$ cat src/rtl/imem_pkg.sv
// Shared constants and state type for the instruction-memory boot controller.
package imem_pkg;

  localparam int          IMEM_ADDR_WIDTH = 10;
  localparam int          IMEM_DEPTH      = 1024;
  localparam logic [31:0] NOP_INSTR       = 32'h00000013;

  typedef enum logic [1:0] {
    RUN   = 2'd0,
    LOAD  = 2'd1,
    WRITE = 2'd2,
    FLUSH = 2'd3
  } boot_state_e;

endpackage

$ cat src/rtl/imem_boot_ctrl_if.sv
// Bundle of the core fetch, boot loader and SRAM port signals around the controller.
// slave: the controller's view; master: the surrounding core, loader and SRAM.
interface imem_boot_ctrl_if
  import imem_pkg::*;
#(
  parameter int ADDR_WIDTH = IMEM_ADDR_WIDTH
) ();

  logic                  boot_start;
  logic [ADDR_WIDTH:0]   boot_len;
  logic                  byte_valid;
  logic [7:0]            byte_data;
  logic                  byte_ready;
  logic [31:0]           core_pc;
  logic [31:0]           core_instr;
  logic                  core_stall;
  logic                  boot_busy;
  logic                  boot_done;
  logic [ADDR_WIDTH-1:0] mem_address;
  logic                  mem_write;
  logic [31:0]           mem_wdata;
  logic [31:0]           mem_rdata;

  modport slave (
    input  boot_start, boot_len, byte_valid, byte_data, core_pc, mem_rdata,
    output byte_ready, core_instr, core_stall, boot_busy, boot_done,
           mem_address, mem_write, mem_wdata
  );

  modport master (
    output boot_start, boot_len, byte_valid, byte_data, core_pc, mem_rdata,
    input  byte_ready, core_instr, core_stall, boot_busy, boot_done,
           mem_address, mem_write, mem_wdata
  );

endinterface

$ cat src/rtl/imem_boot_ctrl_byte_packer.sv
// Packs a byte stream into little-endian words: first byte lands in bits [7:0].
module imem_boot_ctrl_byte_packer
  import imem_pkg::*;
#(
  parameter int DATA_WIDTH = 32
) (
  input  logic                  clock,
  input  logic                  reset_n,
  input  logic                  clear_i,
  input  logic                  byte_valid_i,
  input  logic [7:0]            byte_data_i,
  output logic                  word_valid_o,
  output logic [DATA_WIDTH-1:0] word_o
);

  logic [1:0]            byte_cnt_q, byte_cnt_d;
  logic [DATA_WIDTH-1:0] asm_q, asm_d;

  // Next byte lane and count; the count wraps after the fourth byte.
  always_comb begin
    byte_cnt_d = byte_cnt_q;
    asm_d      = asm_q;
    if (clear_i) begin
      byte_cnt_d = '0;
      asm_d      = '0;
    end else if (byte_valid_i) begin
      asm_d[{byte_cnt_q, 3'b000} +: 8] = byte_data_i;
      byte_cnt_d                       = byte_cnt_q + 2'd1;
    end
  end

  // Assembly registers.
  always_ff @(posedge clock or negedge reset_n) begin
    if (!reset_n) begin
      byte_cnt_q <= '0;
      asm_q      <= '0;
    end else begin
      byte_cnt_q <= byte_cnt_d;
      asm_q      <= asm_d;
    end
  end

  assign word_valid_o = byte_valid_i && (byte_cnt_q == 2'd3);
  assign word_o       = asm_q;

endmodule

$ cat src/rtl/imem_boot_ctrl.sv
// Instruction SRAM port arbiter: core fetch in RUN, sequential boot-load writes otherwise.
//
// state | meaning
// RUN   | port belongs to fetch; boot_start with nonzero length begins a load
// LOAD  | core stalled, collecting bytes of the current word
// WRITE | one-cycle SRAM write of the assembled word at word_cnt
// FLUSH | one-cycle completion pulse; fetch resumes the next cycle
module imem_boot_ctrl
  import imem_pkg::*;
#(
  parameter int ADDR_WIDTH = IMEM_ADDR_WIDTH,
  parameter int DATA_WIDTH = 32,
  parameter int DEPTH      = IMEM_DEPTH
) (
  input  logic             clock,
  input  logic             reset_n,
  imem_boot_ctrl_if.slave  bus
);

  localparam logic [ADDR_WIDTH:0] DEPTH_W = (ADDR_WIDTH + 1)'(DEPTH);

  boot_state_e           state_q, state_d;
  logic [ADDR_WIDTH:0]   len_q, len_d;
  logic [ADDR_WIDTH:0]   word_cnt_q, word_cnt_d;
  logic [ADDR_WIDTH:0]   word_cnt_inc;
  logic                  pack_clr;
  logic                  byte_xfer;
  logic                  word_valid;
  logic [DATA_WIDTH-1:0] asm_word;
  logic                  unused_pc_bits;

  // Only the word-address bits of the PC select the SRAM row.
  assign unused_pc_bits = ^{bus.core_pc[31:ADDR_WIDTH+2], bus.core_pc[1:0]};

  assign byte_xfer    = (state_q == LOAD) && bus.byte_valid;
  assign word_cnt_inc = word_cnt_q + 1'b1;

  imem_boot_ctrl_byte_packer #(
    .DATA_WIDTH (DATA_WIDTH)
  ) u_packer (
    .clock        (clock),
    .reset_n      (reset_n),
    .clear_i      (pack_clr),
    .byte_valid_i (byte_xfer),
    .byte_data_i  (bus.byte_data),
    .word_valid_o (word_valid),
    .word_o       (asm_word)
  );

  // State, saturated length and write pointer.
  always_ff @(posedge clock or negedge reset_n) begin
    if (!reset_n) begin
      state_q    <= RUN;
      len_q      <= '0;
      word_cnt_q <= '0;
    end else begin
      state_q    <= state_d;
      len_q      <= len_d;
      word_cnt_q <= word_cnt_d;
    end
  end

  // Next-state logic plus the fetch/address/write muxes, all decoded from the current state.
  always_comb begin
    state_d         = state_q;
    len_d           = len_q;
    word_cnt_d      = word_cnt_q;
    pack_clr        = 1'b0;
    bus.byte_ready  = 1'b0;
    bus.core_stall  = 1'b1;
    bus.boot_busy   = 1'b1;
    bus.boot_done   = 1'b0;
    bus.core_instr  = NOP_INSTR;
    bus.mem_address = word_cnt_q[ADDR_WIDTH-1:0];
    bus.mem_write   = 1'b0;
    bus.mem_wdata   = '0;
    case (state_q)
      RUN: begin
        bus.core_stall  = 1'b0;
        bus.boot_busy   = 1'b0;
        bus.core_instr  = bus.mem_rdata;
        bus.mem_address = bus.core_pc[ADDR_WIDTH+1:2];
        // A zero-length request is dropped so no empty load ever pulses boot_done.
        if (bus.boot_start && (bus.boot_len != '0)) begin
          len_d      = (bus.boot_len > DEPTH_W) ? DEPTH_W : bus.boot_len;
          word_cnt_d = '0;
          pack_clr   = 1'b1;
          state_d    = LOAD;
        end
      end
      LOAD: begin
        bus.byte_ready = 1'b1;
        if (word_valid) state_d = WRITE;
      end
      WRITE: begin
        bus.mem_write = 1'b1;
        bus.mem_wdata = asm_word;
        word_cnt_d    = word_cnt_inc;
        state_d       = (word_cnt_inc == len_q) ? FLUSH : LOAD;
      end
      FLUSH: begin
        bus.boot_done = 1'b1;
        state_d       = RUN;
      end
      default: state_d = RUN;
    endcase
  end

endmodule
$ cat src/flat_wrapper.sv
// flat-port wrapper written by rule: the top's interface ports become plain ports
module imem_boot_ctrl_flat import imem_pkg::*;
#(
  parameter int ADDR_WIDTH = IMEM_ADDR_WIDTH,
  parameter int DATA_WIDTH = 32,
  parameter int DEPTH      = IMEM_DEPTH
)
  (clock, reset_n, bus_boot_start, bus_boot_len, bus_byte_valid, bus_byte_data, bus_core_pc, bus_mem_rdata, bus_byte_ready, bus_core_instr, bus_core_stall, bus_boot_busy, bus_boot_done, bus_mem_address, bus_mem_write, bus_mem_wdata);
  imem_boot_ctrl_if #(.ADDR_WIDTH(ADDR_WIDTH)) bus_i ();
  input  logic clock;
  input  logic reset_n;
  input wire logic [$bits(bus_i.boot_start)-1:0] bus_boot_start;
  input wire logic [$bits(bus_i.boot_len)-1:0] bus_boot_len;
  input wire logic [$bits(bus_i.byte_valid)-1:0] bus_byte_valid;
  input wire logic [$bits(bus_i.byte_data)-1:0] bus_byte_data;
  input wire logic [$bits(bus_i.core_pc)-1:0] bus_core_pc;
  input wire logic [$bits(bus_i.mem_rdata)-1:0] bus_mem_rdata;
  output wire logic [$bits(bus_i.byte_ready)-1:0] bus_byte_ready;
  output wire logic [$bits(bus_i.core_instr)-1:0] bus_core_instr;
  output wire logic [$bits(bus_i.core_stall)-1:0] bus_core_stall;
  output wire logic [$bits(bus_i.boot_busy)-1:0] bus_boot_busy;
  output wire logic [$bits(bus_i.boot_done)-1:0] bus_boot_done;
  output wire logic [$bits(bus_i.mem_address)-1:0] bus_mem_address;
  output wire logic [$bits(bus_i.mem_write)-1:0] bus_mem_write;
  output wire logic [$bits(bus_i.mem_wdata)-1:0] bus_mem_wdata;
  assign bus_i.boot_start = bus_boot_start;
  assign bus_i.boot_len = bus_boot_len;
  assign bus_i.byte_valid = bus_byte_valid;
  assign bus_i.byte_data = bus_byte_data;
  assign bus_i.core_pc = bus_core_pc;
  assign bus_i.mem_rdata = bus_mem_rdata;
  assign bus_byte_ready = bus_i.byte_ready;
  assign bus_core_instr = bus_i.core_instr;
  assign bus_core_stall = bus_i.core_stall;
  assign bus_boot_busy = bus_i.boot_busy;
  assign bus_boot_done = bus_i.boot_done;
  assign bus_mem_address = bus_i.mem_address;
  assign bus_mem_write = bus_i.mem_write;
  assign bus_mem_wdata = bus_i.mem_wdata;
  imem_boot_ctrl #(.ADDR_WIDTH(ADDR_WIDTH), .DATA_WIDTH(DATA_WIDTH), .DEPTH(DEPTH)) u_core (.clock(clock), .reset_n(reset_n), .bus(bus_i));
endmodule
$ cat config.mk
export PLATFORM = sky130hd
export DESIGN_NAME = imem_boot_ctrl_flat
export DESIGN_NICKNAME = d
export VERILOG_FILES = /design/src/rtl/imem_pkg.sv /design/src/rtl/imem_boot_ctrl_if.sv /design/src/rtl/imem_boot_ctrl_byte_packer.sv /design/src/rtl/imem_boot_ctrl.sv /design/src/flat_wrapper.sv
export SDC_FILE = /design/constraint.sdc
export NUM_CORES = 1
export LEC_CHECK = 0
export BUFFER_PORTS_ARGS = -buffer_cell sky130_fd_sc_hd__buf_2
export CORE_MARGIN = 10
export CORE_UTILIZATION = 45
export DETAILED_ROUTE_END_ITERATION = 7
export PLACE_DENSITY = 0.79
export REMOVE_ABC_BUFFERS = 1
export SETUP_SLACK_MARGIN = 0.3
export SLEW_MARGIN = 10
export SYNTH_ARGS = -nofsm -noshare
export SYNTH_HDL_FRONTEND = slang
export SYNTH_SLANG_ARGS = --single-unit
$ cat constraint.sdc
create_clock -name clock -period 6.8 [get_ports clock]
set_clock_uncertainty 0.2 [all_clocks]
set_input_delay 1.36 -clock clock [delete_from_list [all_inputs] [get_ports clock]]
set_output_delay 1.36 -clock clock [all_outputs]
set_load 0.02 [all_outputs]
==> flow_summary.toml <==
[clock_network]
cts_root_buf = "clkbuf_8"
clockBufferDepth = 2
clk_pin_slew_ps = 70
tritoncts = "built"
cts_resized = 0
clock_latency_ps = 340
post-cts-setup-buffers = 0
htreeDepth = 3
cts_buffers = 9
cts_hold_buffers = 0
clock-sinks = 58

[grt]
antenna_found_initial = 0
grt_pass1_wl_um = 15800
grt_max_degree = 59
grt-ovfl-total = 0
grt_usage = 0.169
grt_pass1_vias = 3121

[placed_design]
post-place-ws_ps = 3100
dp_hpwl_um = 7520
io_buffers = 143
place.gp.congestion = 0.825

[drt]
drt_iter0_drc = 271
post_drt_via_cell_ratio = 5.17
drc = 0
routedWlPerCell_um = 16.2
vias = 3186
drtAntennaViolNets = 0
wirelength_um = 9960
drtPass1Iterations = 4

[critical_path]
slowest_delay_ps = 570
arrival_ps = 2500
cp_max_fo = 24
rr_worst_depth = 6
crit_end = "bus_mem_wdata[17]"
r2r-end = "u_core.word_cnt_q[3]$_DFFE_PN0P_"
setup.worst_path.start_class = "flip-flop"
end_kind = "output port"
crit_slowest_cell = "inv_1"
crit_type = "flip-flop to output port"
worstPathRequired_ps = 5240
rrSetupSlack_ps = 3940
cp_cell_sequence = "nand2b_1 > inv_1 > buf_4 > and2_1 > buf_2"
crit_start = "u_core.state_q[0]$_DFFE_PN0P_"
timing.rr.start = "u_core.state_q[0]$_DFFE_PN0P_"

[floorplanning]
die_h_um = 107
initial_core_util = 0.464
fp.dieArea_um2 = 11400
core_um2 = 7290
die_w_um = 107
rows = 31
ios = 166

[synth]
synth_simple_gate_area_frac = 0.292
async_reset_ff_frac = 1.00
yosys_register_bits = 58
syn_area_um2 = 3380
synthDistinctLibCells = 49
syn_inst = 376
yosys-top-cells-count = "and2_1 (63), dfrtp_1 (58), nand2_1 (43)"
synthXorXnorAreaFrac = 0.0388
synth_top_cell_area_share = 0.429
netlist_top_cells_area = "dfrtp_1 (43%), and2_1 (12%), nand2_1 (4.8%), a22oi_1 (4.2%), o21ai_0 (4.1%)"
synth_flop_cell = "dfrtp_1"
yosysSeqAreaShare = 0.429
synth_compound_area_frac = 0.147
synth_edf_count = 0
yosys.area_share.adder = 0.0222
synthMuxAreaShare = 0.0333
synth_warnings = 0
yosys.area.top_type = "dfrtp_1"
synth_top_family_by_area = "simple AND/OR/NAND/NOR gates"
syn_avg_cell_area_um2 = 9.00
yosys.cell_count.top_type = "and2_1"

[run]
maxCapViolations = 0

[sta]
slew_headroom = 0.386
drv_slew = 0
fmax_ghz = 0.247
finalWorstSetupSlack_ps = 2740
period_needed_ps = 4060
final-hold-violation-count = 0
tns_ps = 0
setup_viol_count_final = 0
rsz0062_at_grt = "false"
tightest_slew_ps = 920
min_period_over_period = 0.597

[power_and_ir_drop]
p_leak_nw = 2.29
powerDensity_nw_per_um2 = 304
peakVddDrop_v = 0.000161

[min_path]
hp-class = "flip-flop to flip-flop"

[layout]
fin_nets = 605
area_growth_syn_to_layout_pct = 28.1
diodes = 0
drive_gt1_frac = 0.362

[outcome]
status = "finished, final reports clean"
-- registers in the layout, summed over array words and instances, names as in the netlist --
signal / cells
u_core.u_packer.word_o: 32
u_core.len_q: 11
u_core.word_cnt_q: 11
u_core.state_q: 2
u_core.u_packer.byte_cnt_q: 2
-- per-layer routing --
layer / share of wire / global-route usage / vias to the layer above
li1: - / - / 1573
met4: 0.011 / 0.0522 / 0
met1: 0.43 / 0.211 / 1499
met5: 0 / 0 / -
met3: 0.073 / 0.0485 / 7
met2: 0.49 / 0.277 / 107
-- how the worst min path moves through the flow --
| stage | startpoint | endpoint | slack [ps] | cells past startpoint |
|---|---|---|---|---|
| 6_report | u_core.u_packer.word_o[26]$_DFFE_PN0P_ | u_core.u_packer.word_o[26]$_DFFE_PN0P_ | 300 | 1 |
| 5_1_grt | u_core.u_packer.word_o[26]$_DFFE_PN0P_ | u_core.u_packer.word_o[26]$_DFFE_PN0P_ | 320 | 1 |
| 4_1_cts | u_core.u_packer.word_o[26]$_DFFE_PN0P_ | u_core.u_packer.word_o[26]$_DFFE_PN0P_ | 300 | 1 |
| 3_5_place_dp | u_core.u_packer.word_o[26]$_DFFE_PN0P_ | u_core.u_packer.word_o[26]$_DFFE_PN0P_ | 290 | 1 |
| 3_3_place_gp | u_core.u_packer.word_o[27]$_DFFE_PN0P_ | u_core.u_packer.word_o[27]$_DFFE_PN0P_ | 280 | 1 |
| 2_1_floorplan | u_core.u_packer.word_o[26]$_DFFE_PN0P_ | u_core.u_packer.word_o[26]$_DFFE_PN0P_ | 260 | 1 |
-- cells by family (layout without fill, tap and decap cells) --
group                      count (synthesis)  in the layout
and+or+nand+nor                          183            183
AOI/OAI and AO/OA                         77             77
DFF                                       58             58
buffers and inverters                     27            168
xor gates and xnor gates                  15             15
muxes                                     10             10
adders and majority gates                  6              6
-- layout by cell type (no fill, tap or decap), drive strengths merged --
cell,instances
a211o,1
a21boi,1
a21oi,13
a22o,5
a22oi,19
a41o,1
a41oi,1
and2,65
and3,4
and3b,1
and4,3
buf,147
clkbuf,12
clkinv,3
clkinvlp,1
dfrtp,58
ha,6
inv,5
mux2,10
nand2,43
nand2b,1
nand3,13
nand4,1
nor2,33
nor2b,2
nor3,4
nor3b,2
nor4,4
nor4b,2
o211a,1
o211ai,1
o21ai,30
o311a,1
o31ai,1
o41ai,2
or3,3
or3b,1
or4,1
xnor2,8
xor2,7
-- metrics by stage --
stage	cells	cell area, µm²	hold slack [ps]	util	power [mW]
global placement	600	4150	282	0.570	1.01
finish	616	4340	298	0.595	1.32
detailed placement	600	4150	287	0.570	1.04
global route	616	4340	325	0.595	1.40
floorplan	354	3270	265	-	0.847
CTS	616	4340	303	0.595	1.32
-- area by class of cell --
cell class,count,area (µm²)
sequential,58,1450
multi-input combinational,291,1810
clock inverter,4,26.3
fill,681,2960
clock buffer,12,155
inverter,5,18.8
timing repair buffer,147,746
tap,99,124
-- report_power, final --
part / internal [mW] / switching [mW] / leakage [nW]
Clock: 0.151 / 0.139 / 0.0924
Sequential: 0.418 / 0.0649 / 0.791
Combinational: 0.213 / 0.331 / 1.40
-- critical path, delay by kind of cell, from the launching register on --
family | cells | cell delay [ps]
buffers and inverters | 3 | 1080
DFF | 1 | 460
and+or+nand+nor | 2 | 620
Note: power is estimated with default switching activity, not from simulation.
